### config.mk
export PLATFORM = sky130hd
export DESIGN_NAME = bcd_entry_controller
export DESIGN_NICKNAME = d
export VERILOG_FILES = /design/src/rtl/bcd_entry_controller.sv
export SDC_FILE = /design/constraint.sdc
export NUM_CORES = 1
export LEC_CHECK = 0
export CAP_MARGIN = 20
export CELL_PAD_IN_SITES_DETAIL_PLACEMENT = 1
export CELL_PAD_IN_SITES_GLOBAL_PLACEMENT = 1
export CORE_ASPECT_RATIO = 1.1
export CORE_MARGIN = 2
export CORE_UTILIZATION = 49
export CTS_CLUSTER_SIZE = 16
export DETAILED_ROUTE_END_ITERATION = 7
export PLACE_DENSITY_LB_ADDON = 0.1
export SYNTH_ARGS = -nofsm -noshare
export SYNTH_HDL_FRONTEND = slang
export SYNTH_SLANG_ARGS = --single-unit
### constraint.sdc
create_clock -name clk -period 4.33 [get_ports clk]
set_clock_uncertainty 0.15 [all_clocks]
set_input_delay 0.6495 -clock clk [delete_from_list [all_inputs] [get_ports clk]]
set_output_delay 0.6495 -clock clk [all_outputs]
set_load 0.01 [all_outputs]
### src/rtl/bcd_entry_controller.sv
// Button synchroniser/debouncer driving a 4-digit BCD entry register.
// Define AUTO_REPEAT_EN to add hold-to-repeat on increment/decrement.
module bcd_entry_controller #(
    parameter int DEBOUNCE_CYCLES = 500000,
    parameter int REPEAT_DELAY    = 25000000,
    parameter int REPEAT_RATE     = 5000000
) (
    input  logic       clk,
    input  logic       reset,
    input  logic [7:0] switch,
    input  logic [3:0] button,
    output logic [3:0] digit1,
    output logic [3:0] digit2,
    output logic [3:0] digit3,
    output logic [3:0] digit4,
    output logic       update
);

    localparam int CW = $clog2(DEBOUNCE_CYCLES);
    localparam logic [CW-1:0] DB_LAST = CW'(DEBOUNCE_CYCLES - 1);

    logic [3:0]          sync1_q, sync2_q;
    logic [3:0]          deb_q, deb_d;
    logic [3:0]          press_q, press_d;
    logic [3:0][CW-1:0]  dcnt_q, dcnt_d;
    logic [3:0][3:0]     dig_q, dig_d;
    logic [3:0][3:0]     inc_val, dec_val;
    logic [3:0]          ld_lo, ld_hi;
    logic [3:0]          cmd;
    logic                chg_q, update_q;

    always_comb begin
        deb_d  = deb_q;
        dcnt_d = '0;
        for (int i = 0; i < 4; i++) begin
            if (sync2_q[i] != deb_q[i]) begin
                if (dcnt_q[i] == DB_LAST) begin
                    deb_d[i] = ~deb_q[i];
                end else begin
                    dcnt_d[i] = dcnt_q[i] + 1'b1;
                end
            end
        end
        press_d = deb_d & ~deb_q;
    end

    // Ripple carry/borrow stops at the first digit that does not wrap
    always_comb begin : bcd_step
        logic carry;
        logic borrow;
        carry   = 1'b1;
        borrow  = 1'b1;
        inc_val = dig_q;
        dec_val = dig_q;
        for (int i = 0; i < 4; i++) begin
            if (carry) begin
                if (dig_q[i] == 4'd9) begin
                    inc_val[i] = 4'd0;
                end else begin
                    inc_val[i] = dig_q[i] + 4'd1;
                    carry      = 1'b0;
                end
            end
            if (borrow) begin
                if (dig_q[i] == 4'd0) begin
                    dec_val[i] = 4'd9;
                end else begin
                    dec_val[i] = dig_q[i] - 4'd1;
                    borrow     = 1'b0;
                end
            end
        end
    end

    assign ld_lo = (switch[3:0] > 4'd9) ? 4'd9 : switch[3:0];
    assign ld_hi = (switch[7:4] > 4'd9) ? 4'd9 : switch[7:4];

`ifdef AUTO_REPEAT_EN
    localparam int RMAX = (REPEAT_DELAY > REPEAT_RATE) ? REPEAT_DELAY : REPEAT_RATE;
    localparam int RW   = $clog2(RMAX + 1);

    logic [RW-1:0] rcnt_q, rcnt_d;
    logic          rpt_q, rpt_d;
    logic [1:0]    rep_q, rep_d;
    logic          fire;

    // First repeat waits REPEAT_DELAY, later ones REPEAT_RATE
    always_comb begin
        rcnt_d = rcnt_q + 1'b1;
        rpt_d  = rpt_q;
        rep_d  = '0;
        fire   = rpt_q ? (rcnt_q == RW'(REPEAT_RATE - 1))
                       : (rcnt_q == RW'(REPEAT_DELAY - 1));
        if (!(deb_d[0] | deb_d[1]) || (press_d[0] | press_d[1])) begin
            rcnt_d = '0;
            rpt_d  = 1'b0;
        end else if (fire) begin
            rcnt_d   = '0;
            rpt_d    = 1'b1;
            rep_d[0] = deb_d[0];
            rep_d[1] = ~deb_d[0];
        end
    end

    always_ff @(posedge clk) begin
        if (reset) begin
            rcnt_q <= '0;
            rpt_q  <= 1'b0;
            rep_q  <= '0;
        end else begin
            rcnt_q <= rcnt_d;
            rpt_q  <= rpt_d;
            rep_q  <= rep_d;
        end
    end

    assign cmd = press_q | {2'b00, rep_q};
`else
    logic unused_repeat_cfg;
    assign unused_repeat_cfg = ^{32'(REPEAT_DELAY), 32'(REPEAT_RATE)};
    assign cmd = press_q;
`endif

    always_comb begin
        dig_d = dig_q;
        if (cmd[2]) begin
            dig_d = '0;
        end else if (cmd[3]) begin
            dig_d = {4'd0, 4'd0, ld_hi, ld_lo};
        end else if (cmd[0]) begin
            dig_d = inc_val;
        end else if (cmd[1]) begin
            dig_d = dec_val;
        end
    end

    always_ff @(posedge clk) begin
        if (reset) begin
            sync1_q  <= '0;
            sync2_q  <= '0;
            deb_q    <= '0;
            dcnt_q   <= '0;
            press_q  <= '0;
            dig_q    <= '0;
            chg_q    <= 1'b0;
            update_q <= 1'b0;
        end else begin
            sync1_q  <= button;
            sync2_q  <= sync1_q;
            deb_q    <= deb_d;
            dcnt_q   <= dcnt_d;
            press_q  <= press_d;
            dig_q    <= dig_d;
            chg_q    <= (dig_d != dig_q);
            update_q <= chg_q;
        end
    end

    assign digit1 = dig_q[0];
    assign digit2 = dig_q[1];
    assign digit3 = dig_q[2];
    assign digit4 = dig_q[3];
    assign update = update_q;

endmodule

==> impl_metrics.env, run 1 <==
export IMPL_wl_per_cell_um=17.4
export IMPL_drtIter0Drc=200
export IMPL_cp_required_ns=4.38
export IMPL_ios=31
export IMPL_ant_nets=0
export IMPL_critical_path_class="reg2reg"
export IMPL_synth_edff_count=0
export IMPL_syn_nets=758
export IMPL_ctsResizeCount=0
export IMPL_place_congestion=0.955
export IMPL_grt_pass1_vias=5321
export IMPL_rsz0062_at_grt="false"
export IMPL_period_share_pct=69.3
export IMPL_status="finished, final reports clean"
export IMPL_highest_signal_layer="met4"
export IMPL_hold_ws_ns=0.297
export IMPL_min_period_ns=3.00
export IMPL_final_cells=897
export IMPL_dieWidth_um=109
export IMPL_hold_viol_final=0
export IMPL_tightest_slew_ns=0.760
export IMPL_ys_ff_latch=110
export IMPL_num_rows=42
export IMPL_final_util_pct=55.5
export IMPL_num_fill_cells=1442
export IMPL_route_met3_wl_um=511
export IMPL_cts_sinks=110
export IMPL_cp_end_kind="flip-flop"
export IMPL_grt_pass1_wl_um=26100
export IMPL_worstSetupStartpoint="digit2[0]"
export IMPL_ctsHoldBuffers=0
export IMPL_drive_gt1_share_pct=5.25
export IMPL_clk_root_buffer_cell="clkbuf_16"
export IMPL_cts_inserted_buffers=9
export IMPL_syn_area_sq_um=5960
export IMPL_max_clock_path_buffers=2
export IMPL_antenna_found_initial=0
export IMPL_post_cts_repair_setup_buffers=0
export IMPL_p_leak_nw=2.26
export IMPL_final_area_sq_um=6620
export IMPL_min_from="sync1_q[2]"
export IMPL_ir_worst_vdd_mv=0.193
export IMPL_vias=5264
export IMPL_setup_violations=0
export IMPL_syn_mean_instance_area_sq_um=8.18
export IMPL_via_per_inst=5.87
export IMPL_cts_tree="done"
export IMPL_slew_viol_final=0
export IMPL_wl_met2_um=7790
export IMPL_timing_slew_headroom_pct=49.2
export IMPL_wl_met1_um=7020
export IMPL_grt_ovfl_total=0
export IMPL_cp_arrival_ns=3.05
export IMPL_p_total_mw=1.94
export IMPL_insertion_delay_ns=0.36
export IMPL_dp_cells=881
export IMPL_ys_warn_count=0
export IMPL_hold_class="reg2reg"
export IMPL_post_dp_hpwl_um=11400
export IMPL_pre_cts_ws_ns=1.12
export IMPL_start_util_pct=49.9
export IMPL_path_clk_slew_ns=0.08
export IMPL_grtUsageTotal_pct=25.1
export IMPL_io_buffers=30
export IMPL_n_antenna_cell=0
export IMPL_dr_pass1_iters=4
export IMPL_grt_max_degree=23
export IMPL_r2r_start="digit2[0]"
export IMPL_crit_fanout=12
export IMPL_layout_setup_ws_ns=1.33
export IMPL_p_per_area_nw_per_um2=292
export IMPL_synth_async_reset_ratio_pct=0
export IMPL_syn2layout_area_growth_pct=11.2
export IMPL_htree_levels=3
export IMPL_syn_inst=728
export IMPL_multi_input_area_sq_um=3510
export IMPL_nets=768
export IMPL_seq_area_sq_um=2200
export IMPL_routed_wl_um=15600
export IMPL_place_area_sq_um=6320
export IMPL_start_kind="flip-flop"
export IMPL_ys_seq_area_share_pct=37.0
export IMPL_synth_cell_type_count=76
export IMPL_synth_ff_type="dfxtp_1"
export IMPL_fp_dieH_um=120
export IMPL_maxCapViolCount=0
export IMPL_dieArea_sq_um=13100
export IMPL_fmax_ghz=0.333
export IMPL_core_area_sq_um=11900
export IMPL_post_route_drc_count=0
export IMPL_fin_setup_tns_ns=0
path summary, 6_finish.rpt:
| path | to | slack, ns | depth (start not counted) |
|---|---|---|---|
| worst min register to register | sync2_q[2] | 0.30 | 1 |
| worst max register to register | chg_q | 1.33 | 9 |
| worst max-delay path | chg_q | 1.33 | 9 |
| worst min-delay path | sync2_q[2] | 0.30 | 1 |
area by class of cell:
cell class	count	area share, %
clock buffer	9	3.40
clock inverter	7	1.23
multi-input combinational	560	53.0
sequential	110	33.3
tap	154	2.91
inverter	24	1.36
timing repair buffer	33	4.87
metal layers:
metal | vias to the layer above | GRT usage (%)
li1 | 2570 | -
met1 | 2595 | 32.2
met2 | 74 | 42.0
met3 | 25 | 3.75
met4 | 0 | 9.78
met5 | - | 0
worst max-delay path: stages, from the launching register on:
cell and delay, ns:
dfxtp_1 0.46, inv_1 0.17, ha_1 0.25, or3b_4 0.47
nor3_4 0.28, nor4b_2 0.26, a211oi_1 0.09, a311o_1 0.37
xor2_1 0.22, a41oi_2 0.12
power breakdown:
group,leakage (nW),internal [mW],switching [mW],total (mW)
registers,0.888,1.02,0.00531,1.02
logic,1.23,0.0226,0.0245,0.0471
clock network,0.140,0.456,0.412,0.869
cells in the mapped netlist (all sizes together) (7+ instances only):
master | count | share of area, %
nand4 | 12 | 1.3
a31oi | 7 | 0.74
o21ai | 36 | 3.0
or3 | 14 | 1.5
nor2 | 121 | 7.6
nor4 | 13 | 1.7
xnor2 | 25 | 3.7
nand3 | 43 | 3.7
xor2 | 42 | 6.2
dfxtp | 110 | 37
inv | 24 | 1.5
and3 | 16 | 1.7
ha | 16 | 3.4
clkbuf | 15 | 0.95
nor2b | 14 | 1.5
nor3 | 24 | 2.2
a21oi | 22 | 1.8
nand2 | 53 | 3.3
buf | 19 | 1.7
cells in the final DEF, fill, tap and decap left out, types with 11 or more instances in the layout:
cell type	Yosys	layout
nor2_1	121	121
dfxtp_1	110	110
nand2_1	53	53
nand3_1	42	42
xor2_1	42	42
o21ai_0	33	33
clkdlybuf4s50_1	0	30
xnor2_1	25	25
inv_1	23	23
nor3_1	23	23
a21oi_1	22	22
and3_1	16	16
ha_1	16	16
or3_1	14	14
nor2b_1	14	14
nand4_1	12	12
nor4_1	11	11
cells by family (layout without fill, tap and decap cells):
| group | count (synthesis) | count (layout) | share of synthesized area, % |
|---|---|---|---|
| adders and majority gates | 16 | 16 | 3.36 |
| xor gates and xnor gates | 67 | 67 | 9.85 |
| AOI/OAI and AO/OA | 108 | 108 | 11.9 |
| muxes | 8 | 8 | 1.58 |
| DFF | 110 | 110 | 37.0 |
| and+or+nand+nor | 361 | 361 | 32.2 |
| buffers and inverters | 58 | 73 | 4.12 |
state kept, by name, summed over array words and instances (netlist names):
register,flops
dcnt_q,76
cmd,4
deb_q,4
digit1,4
digit2,4
digit3,4
digit4,4
sync1_q,4
sync2_q,4
chg_q,1
update,1
Note: power is estimated with default switching activity, not from simulation.
==> run 2, diff against run 1 <==
--- a/config.mk
+++ b/config.mk
@@ -10,7 +10,7 @@
 export CELL_PAD_IN_SITES_GLOBAL_PLACEMENT = 1
 export CORE_ASPECT_RATIO = 1.1
 export CORE_MARGIN = 2
-export CORE_UTILIZATION = 49
+export CORE_UTILIZATION = 46
 export CTS_CLUSTER_SIZE = 16
 export DETAILED_ROUTE_END_ITERATION = 7
 export PLACE_DENSITY_LB_ADDON = 0.1
==> constraint.sdc (replaced) <==
create_clock -name clk -period 3.1 [get_ports clk]
set_clock_uncertainty 0.15 [all_clocks]
set_input_delay 0.465 -clock clk [delete_from_list [all_inputs] [get_ports clk]]
set_output_delay 0.465 -clock clk [all_outputs]
set_load 0.01 [all_outputs]
==> impl_metrics.env, run 2 (synthesized netlist as in run 1, its figures left out) <==
export IMPL_status="finished, final reports clean"
export IMPL_cp_arrival_ns=2.98
export IMPL_start_util_pct=47.1
export IMPL_final_common_cell="nor2_1"
export IMPL_period_share_pct=93.7
export IMPL_insertion_delay_ns=0.36
export IMPL_clk_root_buffer_cell="clkbuf_16"
export IMPL_syn2layout_area_growth_pct=13.4
export IMPL_ios=31
export IMPL_drtIter0Drc=260
export IMPL_p_total_mw=2.77
export IMPL_ant_nets=0
export IMPL_grt_pass1_vias=5619
export IMPL_grtUsageTotal_pct=24.5
export IMPL_start_kind="flip-flop"
export IMPL_max_clock_path_buffers=2
export IMPL_slew_viol_final=0
export IMPL_cts_tree="done"
export IMPL_largest_reg_flops=76
export IMPL_ctsResizeCount=0
export IMPL_cp_end_kind="flip-flop"
export IMPL_regMostFlops="dcnt_q"
export IMPL_fp_dieH_um=123
export IMPL_p_per_area_nw_per_um2=410
export IMPL_place_congestion=0.898
export IMPL_wl_per_cell_um=17.9
export IMPL_timing_slew_headroom_pct=57.9
export IMPL_rsz0062_at_grt="false"
export IMPL_layout_setup_ws_ns=0.194
export IMPL_cp_required_ns=3.17
export IMPL_post_route_drc_count=0
export IMPL_place_area_sq_um=6420
export IMPL_fin_setup_tns_ns=0
export IMPL_dieArea_sq_um=13900
export IMPL_critical_path_class="reg2reg"
export IMPL_crit_fanout=10
export IMPL_io_buffers=30
export IMPL_ctsHoldBuffers=0
export IMPL_final_cell_mix="nor2_1, dfxtp_1, nand2_1"
export IMPL_post_dp_hpwl_um=11900
export IMPL_cts_inserted_buffers=9
export IMPL_grt_pass1_wl_um=27400
export IMPL_n_antenna_cell=0
export IMPL_htree_levels=3
export IMPL_min_period_ns=2.91
export IMPL_hold_viol_final=0
export IMPL_dieWidth_um=112
export IMPL_num_fill_cells=1535
export IMPL_fmax_ghz=0.344
export IMPL_routed_wl_um=16300
export IMPL_vias=5345
export IMPL_dr_pass1_iters=4
export IMPL_post_cts_repair_setup_buffers=0
export IMPL_p_leak_nw=2.34
export IMPL_path_clk_slew_ns=0.08
export IMPL_drive_gt1_share_pct=7.14
export IMPL_hold_class="reg2reg"
export IMPL_cts_sinks=110
export IMPL_num_rows=43
export IMPL_pre_cts_ws_ns=0.0708
export IMPL_maxCapViolCount=0
export IMPL_setup_violations=0
export IMPL_hold_ws_ns=0.290
export IMPL_antenna_found_initial=0
export IMPL_via_per_inst=5.85
export IMPL_core_area_sq_um=12600
export IMPL_tightest_slew_ns=0.632
export IMPL_final_area_sq_um=6750
export IMPL_ir_worst_vdd_mv=0.279
export IMPL_grt_max_degree=28
export IMPL_nets=781
export IMPL_grt_ovfl_total=0
-- run 2: cell count changes in the layout (fill, tap and decap cells not counted) --
cell / previous run / this run
clkbuf_8: 0 / 4
clkinvlp_4: 3 / 1
clkinv_4: 1 / 0
inv_6: 1 / 0
buf_4: 3 / 16
a2111oi_1: 0 / 1
and4bb_2: 0 / 1
nor4b_2: 1 / 2
nor4b_1: 5 / 4
a2111oi_0: 1 / 0
and4bb_1: 1 / 0
-- run 2: layout make-up --
class,instances,area [sq um],share of cell area (%)
Clock buffer,13,280,4.15
Inverter,24,90.1,1.33
Sequential cell,110,2200,32.6
Timing Repair Buffer,46,420,6.22
Clock inverter,3,48.8,0.722
Multi-Input combinational cell,560,3520,52.1
Tap cell,157,196,2.91
-- run 2: critical path, stage by stage, from the launching register on --
cell      delay, ns
dfxtp_1        0.53
ha_1           0.34
nand3b_4       0.15
or3_1          0.46
nor4_1         0.26
o21ai_1        0.10
a311o_1        0.36
xor2_1         0.26
a41oi_2        0.14
-- run 2: power by group --
part / total (mW) / switching [mW] / internal (mW)
Combinational: 0.0727 / 0.0391 / 0.0337
Clock: 1.27 / 0.551 / 0.722
Sequential: 1.42 / 0.00384 / 1.42
Total: 2.77 / 0.594 / 2.17
-- run 2: through the flow --
step,utilization (%),cells
CTS,53.4,913
global placement,50.8,897
floorplan,-,728
global route,53.4,913
finish,53.4,913
detailed placement,50.8,897
-- run 2: worst paths after layout --
path,from,endpoint,depth (start not counted),slack [ns]
max,digit1[0],chg_q,8,0.19
min,sync1_q[1],sync2_q[1],1,0.29
max reg2reg,digit1[0],chg_q,8,0.19
min reg2reg,sync1_q[1],sync2_q[1],1,0.29
-- run 2: layer usage --
layer	wire length, um	global-route usage, %	up-vias
met1	7260	29.6	2607
li1	-	-	2601
met2	7840	42.4	103
met4	504	11.9	0
met3	708	4.26	34
met5	0	0	-
